**config.mk**
```make
export PLATFORM = sky130hd
export DESIGN_NAME = tile_match_responder
export DESIGN_NICKNAME = d
export VERILOG_FILES = /design/src/rtl/tile_match_responder.sv
export SDC_FILE = /design/constraint.sdc
export NUM_CORES = 1
export LEC_CHECK = 0
export CAP_MARGIN = 20
export CORE_MARGIN = 4
export CORE_UTILIZATION = 55
export CTS_BUF_LIST = sky130_fd_sc_hd__clkbuf_16
export DETAILED_ROUTE_END_ITERATION = 10
export PLACE_DENSITY = 0.79
export SETUP_SLACK_MARGIN = 0.3
export SLEW_MARGIN = 20
export SYNTH_ARGS = -nofsm -noshare
export SYNTH_HDL_FRONTEND = slang
export SYNTH_SLANG_ARGS = --single-unit
```
**constraint.sdc**
```tcl
create_clock -name CLK -period 3.87 [get_ports CLK]
set_clock_uncertainty 0.1 [all_clocks]
set_input_delay 0.387 -clock CLK [delete_from_list [all_inputs] [get_ports CLK]]
set_output_delay 0.387 -clock CLK [all_outputs]
set_load 0.02 [all_outputs]
```
**src/rtl/tile_match_responder.sv**
```systemverilog
// Responder end of the game-control compare protocol: builds an LFSR tile track, then scores key compares.
// Optional feature: define MISS_PENALTY_EN to step the player back one tile on a miss.
module tile_match_responder #(
    parameter int unsigned TRACK_LEN = 16,
    parameter int unsigned TILE_W    = 3,
    parameter logic [15:0] SEED_DEF  = 16'hACE1
) (
    input  logic              CLK,
    input  logic              RSTn,
    input  logic              start,
    input  logic [15:0]       seed,
    input  logic              A,
    input  logic [TILE_W-1:0] key_code,
    output logic              c,
    output logic              go,
    output logic              win,
    output logic              rsp_valid,
    output logic [5:0]        pos,
    output logic [TILE_W-1:0] tile_cur
);

    localparam int unsigned ADDR_W = (TRACK_LEN > 1) ? $clog2(TRACK_LEN) : 1;
    localparam int unsigned IDX_W  = $clog2(TRACK_LEN + 1);
    localparam logic [5:0]       LAST_POS = 6'(TRACK_LEN);
    localparam logic [IDX_W-1:0] IDX_END  = IDX_W'(TRACK_LEN);

    typedef enum logic [1:0] {
        IDLE  = 2'd0,
        GEN   = 2'd1,
        READY = 2'd2,
        WON   = 2'd3
    } state_e;

    state_e             state_q, state_d;
    logic [15:0]        lfsr_q, lfsr_d;
    logic [IDX_W-1:0]   idx_q, idx_d;
    logic [5:0]         pos_q, pos_d;
    logic               c_q, c_d;
    logic               go_q, go_d;
    logic               win_q, win_d;
    logic               rsp_q, rsp_d;
    logic [TILE_W-1:0]  tiles_q [TRACK_LEN];

    logic [15:0]        lfsr_step;
    logic               tile_we;
    logic [TILE_W-1:0]  tile_cur_c;

    assign lfsr_step  = {lfsr_q[14:0], lfsr_q[15] ^ lfsr_q[13] ^ lfsr_q[12] ^ lfsr_q[10]};
    assign tile_cur_c = (pos_q == LAST_POS) ? '0 : tiles_q[pos_q[ADDR_W-1:0]];

    // State and control registers
    always_ff @(posedge CLK or negedge RSTn) begin
        if (!RSTn) begin
            state_q <= IDLE;
            lfsr_q  <= SEED_DEF;
            idx_q   <= '0;
            pos_q   <= '0;
            c_q     <= 1'b0;
            go_q    <= 1'b0;
            win_q   <= 1'b0;
            rsp_q   <= 1'b0;
        end else begin
            state_q <= state_d;
            lfsr_q  <= lfsr_d;
            idx_q   <= idx_d;
            pos_q   <= pos_d;
            c_q     <= c_d;
            go_q    <= go_d;
            win_q   <= win_d;
            rsp_q   <= rsp_d;
        end
    end

    // Track storage; written one tile per GEN cycle from the advanced LFSR value
    always_ff @(posedge CLK or negedge RSTn) begin
        if (!RSTn) begin
            for (int i = 0; i < TRACK_LEN; i++) begin
                tiles_q[i] <= '0;
            end
        end else if (tile_we) begin
            tiles_q[idx_q[ADDR_W-1:0]] <= lfsr_step[TILE_W-1:0];
        end
    end

    // Next-state logic; start overrides everything, including a coincident A
    always_comb begin
        state_d = state_q;
        lfsr_d  = lfsr_q;
        idx_d   = idx_q;
        pos_d   = pos_q;
        c_d     = c_q;
        go_d    = go_q;
        win_d   = win_q;
        rsp_d   = 1'b0;
        tile_we = 1'b0;

        if (start) begin
            lfsr_d  = (seed == 16'd0) ? SEED_DEF : seed;
            c_d     = 1'b0;
            go_d    = 1'b0;
            win_d   = 1'b0;
            pos_d   = '0;
            idx_d   = '0;
            state_d = GEN;
        end else begin
            unique case (state_q)
                IDLE: begin
                end
                GEN: begin
                    // One extra cycle after the last write raises c
                    if (idx_q == IDX_END) begin
                        c_d     = 1'b1;
                        state_d = READY;
                    end else begin
                        lfsr_d  = lfsr_step;
                        tile_we = 1'b1;
                        idx_d   = idx_q + IDX_W'(1);
                    end
                end
                READY: begin
                    if (A) begin
                        rsp_d = 1'b1;
                        if (key_code == tile_cur_c) begin
                            go_d  = 1'b1;
                            pos_d = pos_q + 6'd1;
                            if (pos_q + 6'd1 == LAST_POS) begin
                                win_d   = 1'b1;
                                state_d = WON;
                            end
                        end else begin
                            go_d = 1'b0;
`ifdef MISS_PENALTY_EN
                            if (pos_q != 6'd0) begin
                                pos_d = pos_q - 6'd1;
                            end
`endif
                        end
                    end
                end
                WON: begin
                end
                default: state_d = IDLE;
            endcase
        end
    end

    assign c         = c_q;
    assign go        = go_q;
    assign win       = win_q;
    assign rsp_valid = rsp_q;
    assign pos       = pos_q;
    assign tile_cur  = tile_cur_c;

endmodule

```
# After elaboration in Yosys (flattened, before gate mapping)
# Cells that the tools add are included.
dict set report totals {
  in_bits 23
  word_cells 102
  reg_bits 81
}
dict set report classes {
  n_mux 42
  reduce_logical 15
  bitwise 5
  n_lt_le_gt_ge 3
  addsub 2
  eq_ne 11
}
# op n
set ops {}
lappend ops {{two-way mux 16 bit} 4}
lappend ops {{bitwise mux 48 bit} 1}
lappend ops {{two-way mux 6 bit} 4}
lappend ops {{two-way mux 1 bit} 18}
lappend ops {{logical NOT 16 bit} 1}
lappend ops {{two-way mux 5 bit} 3}
lappend ops {{binary-select mux 3 bit (select 4 bit)} 1}
lappend ops {{demux 3 bit (select 4 bit)} 1}
lappend ops {{equality test 6 x 5 -> 1 bit (second input constant)} 2}
lappend ops {{two-way mux 3 bit} 4}
lappend ops {{inequality test 3 bit (second input constant)} 4}
lappend ops {{nonzero test 2 bit} 6}
lappend ops {{>= comparator 5 bit (second input constant)} 2}
lappend ops {{two-way mux 2 bit} 5}
lappend ops {{inverter 4 -> 5 bit} 2}
lappend ops {{adder 6 x 1 -> 6 bit (second input constant)} 1}
lappend ops {{AND reduction 2 bit} 3}
lappend ops {{adder 5 x 1 -> 5 bit (second input constant)} 1}
lappend ops {{equality test 5 bit (second input constant)} 1}
lappend ops {{< comparator 5 x 1 -> 1 bit (second input constant)} 1}
lappend ops {{AND reduction 5 bit} 1}
lappend ops {{case mux 2 bit (2 select lines)} 1}
lappend ops {{AND reduction 4 bit} 1}
lappend ops {{equality test 3 bit} 1}
lappend ops {{other kinds (7)} 9}

# Longest topological paths before layout
# Gate-level depths: netlist of the first run.
dict set report depth {
  ltp_word 10
  depth_mapped 10
  depth_no_buf 7
}

# Worst setup path after synthesis of the first run
# No wires, ideal clock.
dict set report synth_timing {
  kind {register to register}
  from {register pos_q[0], in the netlist pos[0]}
  to {register pos_q[2], in the netlist pos[2]}
  path_buffers 3
  path_slack_ps 942
  stages_incl_launch_ff 11
  t_required_ps 3643
  arrival_time_ps 2700
  setup_time_ps 127
  cell_sequence {dfrtp_1 -> buf_6 -> buf_12 -> buf_2 -> inv_1 -> ha_1 -> a31oi_1 -> and3_1 -> o21ai_0 -> a2111oi_1 -> mux2_1}
}
dict set report synth_via {
  elab_chain_len 8
  elab_cells_between_ends 14
}
# item line
set synth_lines {}
lappend synth_lines {{from (decl)} 37} ;# logic [5:0] pos_q, pos_d;
lappend synth_lines {{from (signal assigned)} 66} ;# pos_q <= pos_d;
lappend synth_lines {{inverter 4 -> 5 bit (implied by the code)} 49} ;# assign tile_cur_c = (pos_q == LAST_POS) ? '0 : tiles_q[pos_q[ADDR_W-1:0]];
lappend synth_lines {{binary-select mux 3 bit (select 4 bit)} 49}
lappend synth_lines {{two-way mux 3 bit (implied by the code) (2 in a row)} 49}
lappend synth_lines {{two-way mux 3 bit} 49}
lappend synth_lines {{equality test 3 bit} 123} ;# if (key_code == tile_cur_c) begin
lappend synth_lines {{nonzero test 2 bit (no line)} --}
lappend synth_lines {{AND reduction 3 bit (no line)} --}
# Several ways; a longest one is shown, not always the timed one. The select of a mux whose other input is x is not followed.
# A chain may end at the register's enable or synchronous reset.

# Worst setup path in the final report of the first run
dict set report layout_timing {
  from {register pos_q[0], in the netlist pos[0]}
  to {output tile_cur[2]}
}
dict set report layout_via {
  elab_chain_len 5
  elab_cells_between_ends 6
}
# item line
set layout_lines {}
lappend layout_lines {{inverter 4 -> 5 bit (implied by the code)} 49}
lappend layout_lines {{binary-select mux 3 bit (select 4 bit)} 49}
lappend layout_lines {{two-way mux 3 bit (implied by the code) (2 in a row)} 49}
lappend layout_lines {{two-way mux 3 bit *} 49}
lappend layout_lines {{to (decl)} 19} ;# output logic [TILE_W-1:0] tile_cur
# Mark *: on every way between the ends. The rest lies on a longest branch, timed or not. The select of a mux whose other input is x is not followed.

==> results of run 1 <==
[sequential cells by signal (all words and copies together), names as in the netlist]
signal     count
lfsr_q        16
tiles_q       48
state_q        2
go             1
pos            6
c              1
win            1
rsp_valid      1
idx_q          5
[layer usage]
metal | wire (µm) | GRT usage | share of wire | vias up
li1 | - | - | - | 1379
met1 | 3899 | 0.2871 | 0.44 | 1461
met2 | 4395 | 0.3522 | 0.49 | 73
met3 | 362 | 0.03904 | 0.041 | 19
met4 | 235 | 0.1058 | 0.026 | 0
met5 | 0 | 0 | 0 | -
[cell usage after synthesis (2+ instances only)]
library cell  instances  area [µm²]
dfrtp_1              73        1827
mux2_2               33       371.6
nand2_1              32       120.1
nor2_1               32       120.1
mux2i_1              30       300.3
o21ai_0              26       130.1
clkbuf_1             15       56.30
nand3_1              14       70.07
inv_1                 9       33.78
a21oi_1               8       40.04
dfstp_2               8       210.2
nor2b_1               8       50.05
a22oi_1               6       45.04
ha_1                  6       75.07
mux2_1                5       56.30
nor4_1                5       31.28
a2111oi_1             4       40.04
o31ai_1               4       30.03
xnor2_1               4       35.03
and2_1                3       18.77
mux4_1                3       78.83
mux4_2                3       67.56
nand4_1               3       18.77
xor2_1                3       26.28
a31oi_1               2       12.51
buf_1                 2       7.510
nand2b_1              2       12.51
nand3b_1              2       15.01
o21a_1                2       15.01
[cell families (layout without fill, tap and decap cells)]
family / Yosys count / after routing / synth area share
AOI/OAI and AO/OA: 60 / 60 / 0.09821
adders and majority gates: 6 / 6 / 0.01824
buffers and inverters: 29 / 65 / 0.03253
xor gates and xnor gates: 8 / 8 / 0.01885
muxes: 75 / 75 / 0.2162
DFF: 81 / 81 / 0.4950
and+or+nand+nor: 107 / 107 / 0.1210
[worst reg2reg max path: cells and delay by family, from the launching register on]
family	cells	cell delay, ps
AOI/OAI and AO/OA	2	790
DFF	1	570
muxes	4	1490
[path summary, 6_finish.rpt]
path                             startpoint          end  slack, ps  depth (start not counted)
worst max-delay path                 pos[0]  tile_cur[2]        660                          5
worst min-delay path                   RSTn    rsp_valid        -30                          1
worst max register to register       pos[0]       pos[2]        800                          6
worst min register to register  tiles_q[36]  tiles_q[36]        390                          2
max in group asynchronous              RSTn  tiles_q[46]       3190                          1
min in group CLK                tiles_q[36]  tiles_q[36]        390                          2
[layout by cell type (no fill, tap or decap), drive strengths merged, types with 2 or more instances in the layout]
cell type      Yosys  final
and2               3      3
a2111oi            4      4
clkbuf            15      9
nor2b              8      8
clkinv             0      3
nand4              3      3
mux2              39     39
buf                5      6
ha                 6      6
clkdlybuf4s50      0     34
a211oi             2      2
inv                9     11
a31oi              2      2
dfrtp             73     73
o21ai             26     26
a21oi              8      8
nand3b             2      2
o21a               2      2
nand3             14     14
nand2b             2      2
nand2             32     32
nor4               5      5
xor2               3      3
mux4               6      6
nor2              32     32
mux2i             30     30
xnor2              5      5
a22oi              6      6
o31ai              4      4
a32oi              2      2
dfstp              8      8
[area by class of cell]
class,count,area (µm²)
well taps,99,123.9
repair buffers,40,389.1
clock inverters,7,71.32
inverters,9,33.78
clock buffers,9,225.2
multi-input cells,256,1951
flip-flops and latches,81,2037
fillers,562,2422
[report_power, final]
part	internal, W	switching (W)
clock network	0.000499	0.000341
registers	0.000962	0.0000846
logic	0.000208	0.000231
total	0.00167	0.000656
[per-stage QoR]
stage / total power [W] / setup WS (ps)
final: 0.002325 / 663.1
after global routing: 0.002427 / 520.7
after CTS: 0.002338 / 648.0
after detailed placement: 0.001496 / 849.7
after global placement: 0.001475 / 970.8
after floorplan: 0.001323 / 942.3
==> impl_metrics.yaml, run 1 <==
global_routing:
  grt_max_degree: 82
  antenna_found_initial: 0
  grt_usage: 0.2188
  grt-ovfl-total: 0
  grt_pass1_wl_mm: 14.95
  grt_pass1_vias: 3064
detailed_routing:
  routedWlPerCell_um: 17.75
  via_per_inst: 5.852
  drc: 0
  drt_first_iter_violations: 170
  wirelength_mm: 8.892
  num_vias: 2932
  drtAntennaViolNets: 0
  first_pass_iters: 4
status:
  violations: "hold timing"
  status: "finished with violations"
clock_network:
  clk_pin_slew_worst_paths_ps: 60
  cts_root_buf: "clkbuf_16"
  h-tree-depth: 3
  clkSinkCount: 81
  cts_resized: 0
  cts_setup_buffers: 0
  clk_latency_ps: 330
  cts_buffers: 9
  hold_buffers: 0
  clk_path_buf_depth: 2
  tritoncts: "built"
floorplan:
  core_area_mm2: 0.007253
  io_pins: 36
  rows: 31
  die_h_um: 94.50
  die-area_mm2: 0.008930
  initial_core_util: 0.5674
  die_w_um: 94.50
timing:
  rsz0062_at_grt: "no"
  setup_viol: 0
  finalHoldViolCount: 16
  hold_ws_ps: -26.26
  tightest_slew_ps: 716.3
  setup_tns_ps: 0
  min_period_ps: 3207
  finalCritPeriodShare: 0.8286
  fmax_mhz: 311.8
  slew_violations: 0
  slew_headroom: 0.5225
critical_path:
  cp_top_family: "multiplexers"
  max_stage_delay_ps: 600
  cp-end-kind: "output port"
  path_class: "reg -> out"
  critPathSlowestCell: "mux4_1"
  cp_max_fo: 8
  crit_buf_inv: 2
  critPathArrivalTime_ps: 2720
  critical_path.cell_chain: "mux4_1 > mux2_2 > a32oi_1 > inv_1 > clkdlybuf4s50_1"
  critPathLaunchType: "flop"
  required_ps: 3380
place:
  postPlaceCellArea_mm2: 0.004531
  globalplace.congestion: 0.8533
  dp_cells: 485
  hpwl_mm: 6.136
  io_buffers: 35
run:
  drv_cap: 0
logic_synthesis:
  ys_seq_elements: 81
  syn_area_mm2: 0.004115
  synth_top_flop_cell: "dfrtp_1"
  synth-edff-count: 0
  synth_seq_area_share: 0.4950
  avgSynthCellArea_um2: 11.24
  synth_nets: 395
  yosysUniqueCellTypes: 48
  netlist_instances: 366
  ys_warn_count: 0
  async_flop_share: 1.000
finish:
  fin_cells: 501
  final_core_util: 0.6660
  nets: 426
  fin_area_mm2: 0.004831
  antenna_cells: 0
  area_growth_pct: 17.39
  layout-drive-gt1-share: 0.1766
hold_path:
  hold_path_class: "in -> async"
power:
  peakVddDrop_uv: 258.4
  p_leak_nw: 2.118
  p_per_area_mw_per_mm2: 481.4
Power figures use the tool's default switching activity.
==> run 2, diff against run 1 <==
--- a/config.mk
+++ b/config.mk
@@ -7,10 +7,10 @@
 export LEC_CHECK = 0
 export CAP_MARGIN = 20
 export CORE_MARGIN = 4
-export CORE_UTILIZATION = 55
+export CORE_UTILIZATION = 52
 export CTS_BUF_LIST = sky130_fd_sc_hd__clkbuf_16
 export DETAILED_ROUTE_END_ITERATION = 10
-export PLACE_DENSITY = 0.79
+export PLACE_DENSITY = 0.78
 export SETUP_SLACK_MARGIN = 0.3
 export SLEW_MARGIN = 20
 export SYNTH_ARGS = -nofsm -noshare
==> constraint.sdc (replaced) <==
create_clock -name CLK -period 2.6 [get_ports CLK]
set_clock_uncertainty 0.1 [all_clocks]
set_input_delay 0.26 -clock CLK [delete_from_list [all_inputs] [get_ports CLK]]
set_output_delay 0.26 -clock CLK [all_outputs]
set_load 0.02 [all_outputs]
==> impl_metrics.yaml, run 2 (same netlist as run 1, synthesis figures left out) <==
clock_network:
  tritoncts: "built"
  cts_buffers: 9
  clkSinkCount: 81
  clk_latency_ps: 340
  h-tree-depth: 3
  cts_root_buf: "clkbuf_16"
  clk_path_buf_depth: 2
  clk_pin_slew_worst_paths_ps: 60
power:
  fin_total_pwr_w: 0.003641
  peakVddDrop_uv: 330.8
  p_leak_nw: 2.271
  p_per_area_mw_per_mm2: 685.3
run:
  drv_cap: 0
detailed_routing:
  drtAntennaViolNets: 0
  drt_first_iter_violations: 133
  drc: 0
  num_vias: 3127
  wirelength_mm: 9.962
  routedWlPerCell_um: 18.73
  via_per_inst: 5.878
  first_pass_iters: 4
critical_path:
  critPathSlowestCell: "mux4_2"
  path_class: "reg -> reg"
  cp_top_family: "multiplexers"
  critical_path.cell_chain: "mux4_2 > mux2_4 > a32oi_4 > mux2i_4 > buf_12 > a211oi_4 > buf_4 > o31a_1"
  crit_buf_inv: 2
  rr_worst_depth: 8
  cp-end-kind: "flop"
  required_ps: 2720
  cp.depth: 8
  r2r_slack_ps: -60
  critPathLaunchType: "flop"
  max_stage_delay_ps: 530
  critPathArrivalTime_ps: 2790
  cp_max_fo: 5
timing:
  fmax_mhz: 375.2
  slew_headroom: 0.5019
  tightest_slew_ps: 747.1
  setup_viol: 8
  fin_ws_ps: -64.92
  rsz0062_at_grt: "yes"
  finalHoldViolCount: 0
  min_period_ps: 2665
  finalCritPeriodShare: 1.025
  slew_violations: 0
floorplan:
  initial_core_util: 0.5325
  core_area_mm2: 0.007727
  die-area_mm2: 0.009401
  die_w_um: 96.96
  io_pins: 36
  die_h_um: 96.96
  rows: 32
finish:
  area_growth_pct: 29.13
  fillers: 539
  antenna_cells: 0
  final_common_cell: "dfrtp_1"
  layout-drive-gt1-share: 0.3023
  regMostFlops: "tiles_q"
  fin_area_mm2: 0.005314
  nets: 454
  layout_common_cells: "dfrtp_1, nor2_1, mux2_2, clkdlybuf4s50_1, nand2_1"
  largest_register_ffs: 48
status:
  status: "finished with violations"
  violations: "setup timing"
hold_path:
  whs_path_depth: 2
  hold_path_class: "reg -> reg"
global_routing:
  grt_usage: 0.2165
  grt_max_degree: 59
  antenna_found_initial: 0
  grt-ovfl-total: 0
  grt_pass1_wl_mm: 16.41
  grt_pass1_vias: 3250
place:
  io_buffers: 35
  globalplace.congestion: 0.8507
  hpwl_mm: 6.623
  postPlaceCellArea_mm2: 0.004858
## run 2: through the flow
step	hold slack [ps]	std cells	TNS [ps]	setup WS [ps]	util
global route	407.2	532	-1110	-159.7	0.6877
detailed placement	269.7	508	-511.7	-87.48	0.6287
global placement	254.0	508	-368.3	-79.70	0.6287
CTS	398.0	528	-355.1	-70.82	0.6760
floorplan	-135.6	366	-710.9	-131.5	-
finish	396.1	532	-362.2	-64.92	0.6877
## run 2: cell type report
class	instances	area [µm²]	share of cell area
clock inverter	7	65.06	0.01224
timing repair buffer	68	649.4	0.1222
clock buffer	9	225.2	0.04238
multi-input combinational	256	2170	0.4083
tap	102	127.6	0.02402
inverter	9	36.28	0.006828
sequential	81	2041	0.3840
## run 2: path summary, 6_finish.rpt
| check | startpoint | to |
|---|---|---|
| min | tiles_q[39] | tiles_q[39] |
| max | pos[0] | state_q[0] |
| min reg2reg | tiles_q[39] | tiles_q[39] |
| max in group asynchronous | RSTn | tiles_q[14] |
| min in group asynchronous | RSTn | win |
| max reg2reg | pos[0] | state_q[0] |
## run 2: repair_timing
item / 4_1_cts / 5_1_grt
cloned: 0 / 1
hold buffers: 1 / 0
setup buffers: 3 / 3
resized for setup: 27 / 12
setup endpoints to repair: 12 / 12
pin swaps: 10 / 12
hold endpoints to repair: 48 / 0
## run 2: where the power goes
group	internal [W]	switching [W]
Sequential	0.00143	0.000132
Combinational	0.000399	0.000435
Clock	0.000735	0.000508
Total	0.00257	0.00108
## run 2: tightest hold or removal path, cell delays in order (launching register included)
cell and delay (ps):
dfrtp_1 350, nand2_1 50, o21ai_0 60
## run 2: routing by layer
| metal | global-route usage | share of wire |
|---|---|---|
| met5 | 0 | 0 |
| met4 | 0.07235 | 0.025 |
| met3 | 0.04975 | 0.047 |
| met2 | 0.3524 | 0.49 |
| met1 | 0.2865 | 0.44 |
